===== src/rtl/demux_tdm_1to8.sv =====
// demux_tdm_1to8
// Rebuilds NUM_CH parallel channel bits from a 1-bit TDM stream.
// A HUNT/RUN framer tracks the slot index. Slot 0 is marked by sync.
// Slots 0..NUM_CH-2 are collected in a shadow register. The final slot bit
// is merged straight into out, so a complete frame is published on the same
// edge that samples its last bit.
module demux_tdm_1to8 #(
    parameter int NUM_CH   = 8,
    parameter int SEL_W    = 3,
    parameter bit SYNC_REQ = 1'b1
) (
    input  logic              clk,
    input  logic              rst_n,
    input  logic              sw,
    input  logic              din,
    input  logic              din_valid,
    input  logic              sync,
    output logic [NUM_CH-1:0] out,
    output logic              frame_valid,
    output logic [SEL_W-1:0]  slot,
    output logic              locked,
    output logic              sync_err
);

    typedef enum logic {
        HUNT = 1'b0,
        RUN  = 1'b1
    } state_t;

    localparam logic [SEL_W-1:0] LAST_SLOT = SEL_W'(NUM_CH - 1);
    localparam logic [SEL_W-1:0] ONE_SLOT  = SEL_W'(1);

    state_t              state_reg;
    logic [SEL_W-1:0]    slot_reg;
    logic [NUM_CH-2:0]   shadow_reg;
    logic [NUM_CH-1:0]   out_reg;
    logic                frame_valid_reg;
    logic                sync_err_reg;
    logic                locked_reg;

    // Per-cycle event decode. Every event is gated by sw and din_valid.
    logic                accept;
    logic                in_run;
    logic                slot_zero;
    logic                start_frame;   // bit becomes slot 0 of a new frame
    logic                mid_write;     // bit lands in slot 1..NUM_CH-1
    logic                last_write;    // bit completes the frame
    logic                missing_sync;  // slot 0 arrived without sync
    logic                early_sync;    // sync arrived before the frame finished
    logic [NUM_CH-2:0]   shadow_we;

    assign accept       = sw && din_valid;
    assign in_run       = (state_reg == RUN);
    assign slot_zero    = (slot_reg == '0);
    // When sync is not required, a slot-0 bit without sync still opens the next frame.
    assign start_frame  = accept && (sync || (in_run && slot_zero && !SYNC_REQ));
    assign mid_write    = accept && in_run && !sync && !slot_zero;
    assign last_write   = mid_write && (slot_reg == LAST_SLOT);
    assign missing_sync = accept && in_run && slot_zero && !sync && SYNC_REQ;
    assign early_sync   = accept && in_run && !slot_zero && sync;

    // Shadow bits, one write enable per slot. Each slot is rewritten every frame,
    // so the shadow register is never cleared between frames.
    genvar gi;
    generate
        for (gi = 0; gi < NUM_CH - 1; gi++) begin : g_shadow
            if (gi == 0) begin : g_first
                assign shadow_we[gi] = start_frame;
            end else begin : g_rest
                assign shadow_we[gi] = mid_write && (slot_reg == SEL_W'(gi));
            end

            // Capture din into this slot's shadow bit when the slot is written.
            always_ff @(posedge clk or negedge rst_n) begin
                if (!rst_n) begin
                    shadow_reg[gi] <= 1'b0;
                end else if (shadow_we[gi]) begin
                    shadow_reg[gi] <= din;
                end
            end
        end
    endgenerate

    // Framing FSM with the registered slot counter, output frame and strobes.
    always_ff @(posedge clk or negedge rst_n) begin
        if (!rst_n) begin
            state_reg       <= HUNT;
            slot_reg        <= '0;
            out_reg         <= '0;
            frame_valid_reg <= 1'b0;
            sync_err_reg    <= 1'b0;
            locked_reg      <= 1'b0;
        end else begin
            frame_valid_reg <= 1'b0;
            sync_err_reg    <= 1'b0;
            if (!sw) begin
                // Disabled: drop any partial frame. The last published frame is kept.
                state_reg  <= HUNT;
                slot_reg   <= '0;
                locked_reg <= 1'b0;
            end else if (din_valid) begin
                unique case (state_reg)
                    HUNT: begin
                        // Bits without sync are discarded silently while hunting.
                        if (sync) begin
                            state_reg  <= RUN;
                            slot_reg   <= ONE_SLOT;
                            locked_reg <= 1'b1;
                        end
                    end
                    RUN: begin
                        if (start_frame) begin
                            // A normal frame start, or a restart on early sync.
                            // An early sync abandons the partial frame.
                            slot_reg     <= ONE_SLOT;
                            sync_err_reg <= early_sync;
                        end else if (missing_sync) begin
                            state_reg    <= HUNT;
                            slot_reg     <= '0;
                            locked_reg   <= 1'b0;
                            sync_err_reg <= 1'b1;
                        end else begin
                            // Wraps to 0 after the last slot.
                            slot_reg <= slot_reg + ONE_SLOT;
                            if (last_write) begin
                                out_reg         <= {din, shadow_reg};
                                frame_valid_reg <= 1'b1;
                            end
                        end
                    end
                    default: begin
                        state_reg  <= HUNT;
                        slot_reg   <= '0;
                        locked_reg <= 1'b0;
                    end
                endcase
            end
        end
    end

    assign out         = out_reg;
    assign frame_valid = frame_valid_reg;
    assign slot        = slot_reg;
    assign locked      = locked_reg;
    assign sync_err    = sync_err_reg;

endmodule


===== config.mk =====
export PLATFORM = sky130hd
export DESIGN_NAME = demux_tdm_1to8
export DESIGN_NICKNAME = d
export VERILOG_FILES = /design/src/rtl/demux_tdm_1to8.sv
export SDC_FILE = /design/constraint.sdc
export NUM_CORES = 1
export LEC_CHECK = 0
export BUFFER_PORTS_ARGS = -buffer_cell sky130_fd_sc_hd__clkbuf_2
export CAP_MARGIN = 10
export CORE_ASPECT_RATIO = 1.2
export CORE_MARGIN = 8
export CORE_UTILIZATION = 35
export CTS_CLUSTER_SIZE = 12
export DETAILED_ROUTE_END_ITERATION = 10
export PLACE_DENSITY = 0.54
export SYNTH_ARGS = -nofsm -noshare
export SYNTH_HDL_FRONTEND = slang
export SYNTH_SLANG_ARGS = --single-unit

===== constraint.sdc =====
create_clock -name clk -period 4.4 [get_ports clk]
set_input_delay 1.32 -clock clk [delete_from_list [all_inputs] [get_ports clk]]
set_output_delay 1.32 -clock clk [all_outputs]
set_load 0.02 [all_outputs]

==> results of run 1 <==
==> how the worst max path moves through the flow <==
| stage | cells after the start | from | slack, ns | endpoint |
|---|---|---|---|---|
| 5_1_grt | 1 | slot[2]$_DFFE_PN0P_ | 1.95 | slot[2] |
| 2_1_floorplan | 4 | sync | 2.16 | out[7]$_DFFE_PN0P_ |
| 3_5_place_dp | 4 | sync | 1.83 | out[7]$_DFFE_PN0P_ |
| 6_report | 1 | slot[2]$_DFFE_PN0P_ | 2.02 | slot[2] |
| 3_3_place_gp | 4 | sync | 1.85 | out[7]$_DFFE_PN0P_ |
| 4_1_cts | 1 | slot[2]$_DFFE_PN0P_ | 1.99 | slot[2] |
==> metrics by stage <==
stage          cells  setup slack [ns]
2_1_floorplan     85             2.162
3_3_place_gp     136             1.849
3_5_place_dp     136             1.826
4_1_cts          140             1.994
5_1_grt          140             1.953
6_report         140             2.020
==> routing by layer <==
layer	vias up	track usage [%]	part of all wire [%]
li1	338	-	-
met1	346	10.35	46
met2	17	14.53	46
met3	2	2.647	7.7
met4	0	3.641	0.62
met5	-	0	0
==> kinds of logic (layout without fill, tap and decap cells) <==
family / count (synthesis) / after routing / synth area share, %
and+or+nand+nor: 23 / 23 / 13.49
DFF: 22 / 22 / 53.01
muxes: 15 / 15 / 16.63
AOI/OAI and AO/OA: 11 / 11 / 5.422
buffers and inverters: 7 / 28 / 3.373
adders and majority gates: 6 / 6 / 7.229
xor gates and xnor gates: 1 / 1 / 0.8435
==> Yosys cell counts (3+ instances only) <==
| master | count |
|---|---|
| inv_1 | 5 |
| o21ai_0 | 6 |
| ha_1 | 6 |
| nand3_1 | 9 |
| nand2_1 | 4 |
| mux2_2 | 14 |
| a21oi_1 | 4 |
| nor2b_1 | 3 |
| dfrtp_1 | 22 |
==> where the power goes <==
group	total, mW	internal, mW	switching, mW	leakage [nW]
clock	0.109	0.0504	0.0586	0.0210
combinational	0.0332	0.0122	0.0210	0.306
sequential	0.213	0.208	0.00547	0.302
==> area by class of cell <==
cell class	instances	area share [%]
flip-flops and latches	22	46.02
multi-input cells	56	37.87
repair buffers	19	7.950
well taps	34	3.556
clock buffers	4	3.033
inverters	5	1.569
==> flow_summary.ini, run 1 <==
[run_status]
outcome = finished clean

[floorplanning]
fp.dieW_um = 65.73
die_h_um = 75.67
design.die.area_um2 = 4973
rows = 21
floorplan.initialDensity_pct = 36.94
core-area_um2 = 2811
ioPinCount = 20

[yosys]
synth_edf_count = 0
syn_nets = 97
yosys.area.top_type = dfrtp_1
seq_area_frac_synth_pct = 53.01
syn_area_um2 = 1038
async_flop_share_pct = 100.0
yosys_warnings = 0
synth_area_per_cell_um2 = 12.22
ys_ff_latch = 22
syn-instance-count = 85
ys_types = 21
synth_area_leaders = dfrtp_1 (53%), mux2_2 (15%), ha_1 (7.2%)
synth_top_area_share_pct = 53.01
synth_ff_type = dfrtp_1

[global_route]
grtUsageTotal_pct = 8.788
grt-ovfl-total = 0
grt_max_degree = 23
grt_pass1_wl_um = 3401
antenna_found_initial = 0
grt_pass1_vias = 738

[sta]
drv_slew = 0
min_period_ns = 2.380
fmax_mhz = 420.2
skew_ns = 0.008634
grt_setup_unrepaired = false
finalHoldViolations = 0
slew_headroom_pct = 63.79
finalCritPeriodShare_pct = 54.09
worst-slew-pin-transition_ns = 0.5432
fin_tns_setup_ns = 0
setup_violations = 0
hold_ws_ns = 0.5164

[placement]
hpwlAfterDp_um = 1451
post_dp_cell_area_um2 = 1160
gp_congestion = 0.7098
port_buffers = 19

[setup_path]
crit_chain = clkbuf_2
reg2regPathDepth = 5
crit_path_max_fanout = 9
path_buf_inv = 1
cp.arrival_ns = 1.06
worst-r2r-setup-slack_ns = 2.57
worst_ep_required_time_ns = 3.08
cp_slowest_stage_delay_ns = 0.53
crit_path_start_kind = flop
r2r_end = out[6]$_DFFE_PN0P_
r2r-start = slot[0]$_DFFE_PN0P_
worst_path_max_delay_cell = dfrtp_1
end_kind = primary output
critPathTopFamily = flip-flops
timing_worst_setup_path_type = flop to primary output

[cts]
cts_buffers = 3
h-tree-depth = 1
postCtsHoldBufs = 0
cts_tree = done
postCtsSetupBuffers = 0
path_clk_slew_ns = 0.12
cts.sinks = 22
cts_resized = 0
clkLatencyLatePin_ns = 0.30
clk_path_buf_depth = 2
cts-root-buf = clkbuf_4

[run]
max-cap-violations = 0

[min_path]
whs_path_depth = 1
hp-class = flop to flop
min_from = out[6]$_DFFE_PN0P_
whs_endpoint = out[6]$_DFFE_PN0P_

[routing]
firstDrtPassIters = 4
drt_iter0_drc = 13
detail-route-antenna-nets = 0
drc = 0
via_per_inst = 5.021
wl_per_cell_um = 13.91
via_count = 703
routed_wl_um = 1947

[layout]
antennaDiodeCount = 0
final_cell_mix = dfrtp_1 (22), clkbuf_2 (19), mux2_2 (14)
fillers = 276
largest_register_ffs = 8
syn2layout_area_growth_pct = 15.18
final_common_cell = dfrtp_1
nets = 119
fin_area_um2 = 1196
drive_above_1_share_pct = 37.74
finish.utilization_pct = 42.55
seq_area_um2 = 550.5
multi_input_area_um2 = 452.9

[pwr]
vdd_drop_max_uv = 125.8
p_leak_nw = 0.6290
fin_total_pwr_uw = 355.2
p_per_area_nw_per_um2 = 296.9
(Power assumes the default switching activity.)
==> run 2, diff against run 1 <==
Clock period 4.4 ns to 2.3 ns, I/O delays scaled along.
==> run 2 against run 1 <==
Utilization is the same. Via count is the same. Largest power group unchanged. Highest routed layer unchanged. Critical path depth rose by 4. Die area did not move. Count of clock-buffer cells in the layout is the same. Sequential cell count is the same. Non-clock buffer count unchanged.
==> flow_summary.ini, run 2 (synthesis results as in run 1) <==
[run_status]
outcome = finished clean

[floorplanning]
ioPinCount = 20
floorplan.initialDensity_pct = 36.94
fp.dieW_um = 65.73
core-area_um2 = 2811
rows = 21
die_h_um = 75.67
design.die.area_um2 = 4973

[placement]
port_buffers = 19
gp_congestion = 0.7098
post_dp_cell_area_um2 = 1160
hpwlAfterDp_um = 1451

[layout]
antennaDiodeCount = 0
largest_register_ffs = 8
multi_input_area_um2 = 452.9
seq_area_um2 = 550.5
final_common_cell = dfrtp_1
fin_area_um2 = 1196
nets = 119
fillers = 276
syn2layout_area_growth_pct = 15.18
final_cell_mix = dfrtp_1 (22), clkbuf_2 (19), mux2_2 (14)
drive_above_1_share_pct = 37.74

[cts]
cts-root-buf = clkbuf_4
cts_tree = done
cts_resized = 0
h-tree-depth = 1
cts_buffers = 3
clk_path_buf_depth = 2
postCtsSetupBuffers = 0
clkLatencyLatePin_ns = 0.30
path_clk_slew_ns = 0.12
postCtsHoldBufs = 0
cts.sinks = 22

[routing]
wl_per_cell_um = 13.91
drt_iter0_drc = 11
detail-route-antenna-nets = 0
firstDrtPassIters = 4
via_per_inst = 5.021
routed_wl_um = 1948
via_count = 703
drc = 0

[global_route]
antenna_found_initial = 0
grt_max_degree = 23
grtUsageTotal_pct = 8.788
grt_pass1_wl_um = 3401
grt_pass1_vias = 738
grt-ovfl-total = 0

[sta]
worst-slew-pin-transition_ns = 0.5433
drv_slew = 0
skew_ns = 0.008472
fin_tns_setup_ns = 0
slew_headroom_pct = 63.78
grt_setup_unrepaired = false
finalCritPeriodShare_pct = 79.46
finalHoldViolations = 0
fmax_mhz = 547.2
min_period_ns = 1.828
setup_violations = 0

[pwr]
p_per_area_nw_per_um2 = 568.1
clkPwrFrac_pct = 30.7
combPwrFrac_pct = 9.3
p_sw_uw = 162.9
vdd_drop_max_uv = 240.8
p_leak_nw = 0.6290
power_frac_seq_pct = 60.0
fin_total_pwr_uw = 679.6
p_int_uw = 516.7
power_switching_share_pct = 23.97

[setup_path]
cp_slowest_stage_delay_ns = 0.45
crit_chain = inv_1 > ha_1 > or2b_2 > nand3_4 > mux2_2
timing_worst_setup_path_type = flop to flop
crit_path_max_fanout = 9
crit_path_start_kind = flop
cp.arrival_ns = 2.02
worst_ep_required_time_ns = 2.49
path_buf_inv = 1
worst_path_max_delay_cell = dfrtp_1
critPathTopFamily = simple AND/OR/NAND/NOR gates
end_kind = flop

[min_path]
hp-class = input pin to async pin

[run]
max-cap-violations = 0
run 2: worst reg2reg max path: stages, from the launching register on:
cell and delay, ns:
dfrtp_1 0.45, inv_1 0.12, ha_1 0.25, or2b_2 0.39
nand3_4 0.17, mux2_2 0.35
run 2: per-layer routing:
metal,global-route usage (%),wire [um],up-vias
met2,14.53,884,17
met1,10.35,899,345
li1,-,-,339
met3,2.647,150,2
met5,0,0,-
met4,3.641,12,0
run 2: power by group through the flow:
stage / Sequential (mW) / Combinational (mW) / Clock (mW)
floorplan: 0.416 / 0.0353 / 0
global placement: 0.415 / 0.0646 / 0
detailed placement: 0.415 / 0.0647 / 0
CTS: 0.408 / 0.0652 / 0.222
global route: 0.409 / 0.0738 / 0.236
finish: 0.407 / 0.0635 / 0.209
run 2: stage by stage:
stage	worst slack [ns]	cells	utilization [%]	hold WS, ns
floorplan	0.5332	85	-	0.3944
global placement	0.3792	136	41.25	0.4860
detailed placement	0.3561	136	41.25	0.4916
CTS	0.4418	140	42.55	0.3528
global route	0.3538	140	42.55	0.3683
finish	0.4724	140	42.55	0.3439
run 2: worst paths after layout:
kind / start / endpoint / slack [ns] / cells past startpoint
setup reg to reg: slot[0]$_DFFE_PN0P_ / out[6]$_DFFE_PN0P_ / 0.47 / 5
setup / recovery: slot[0]$_DFFE_PN0P_ / out[6]$_DFFE_PN0P_ / 0.47 / 5
max in group asynchronous: rst_n / slot[0]$_DFFE_PN0P_ / 1.59 / 1
hold / removal: rst_n / frame_valid$_DFF_PN0_ / 0.34 / 1
min in group clk: out[6]$_DFFE_PN0P_ / out[6]$_DFFE_PN0P_ / 0.52 / 1
hold reg to reg: out[6]$_DFFE_PN0P_ / out[6]$_DFFE_PN0P_ / 0.52 / 1
run 2: cell type report:
cell class                 instances  share of cell area (%)
inverter                           5                   1.569
timing repair buffer              19                   7.950
multi-input combinational         56                   37.87
clock buffer                       4                   3.033
tap                               34                   3.556
sequential                        22                   46.02
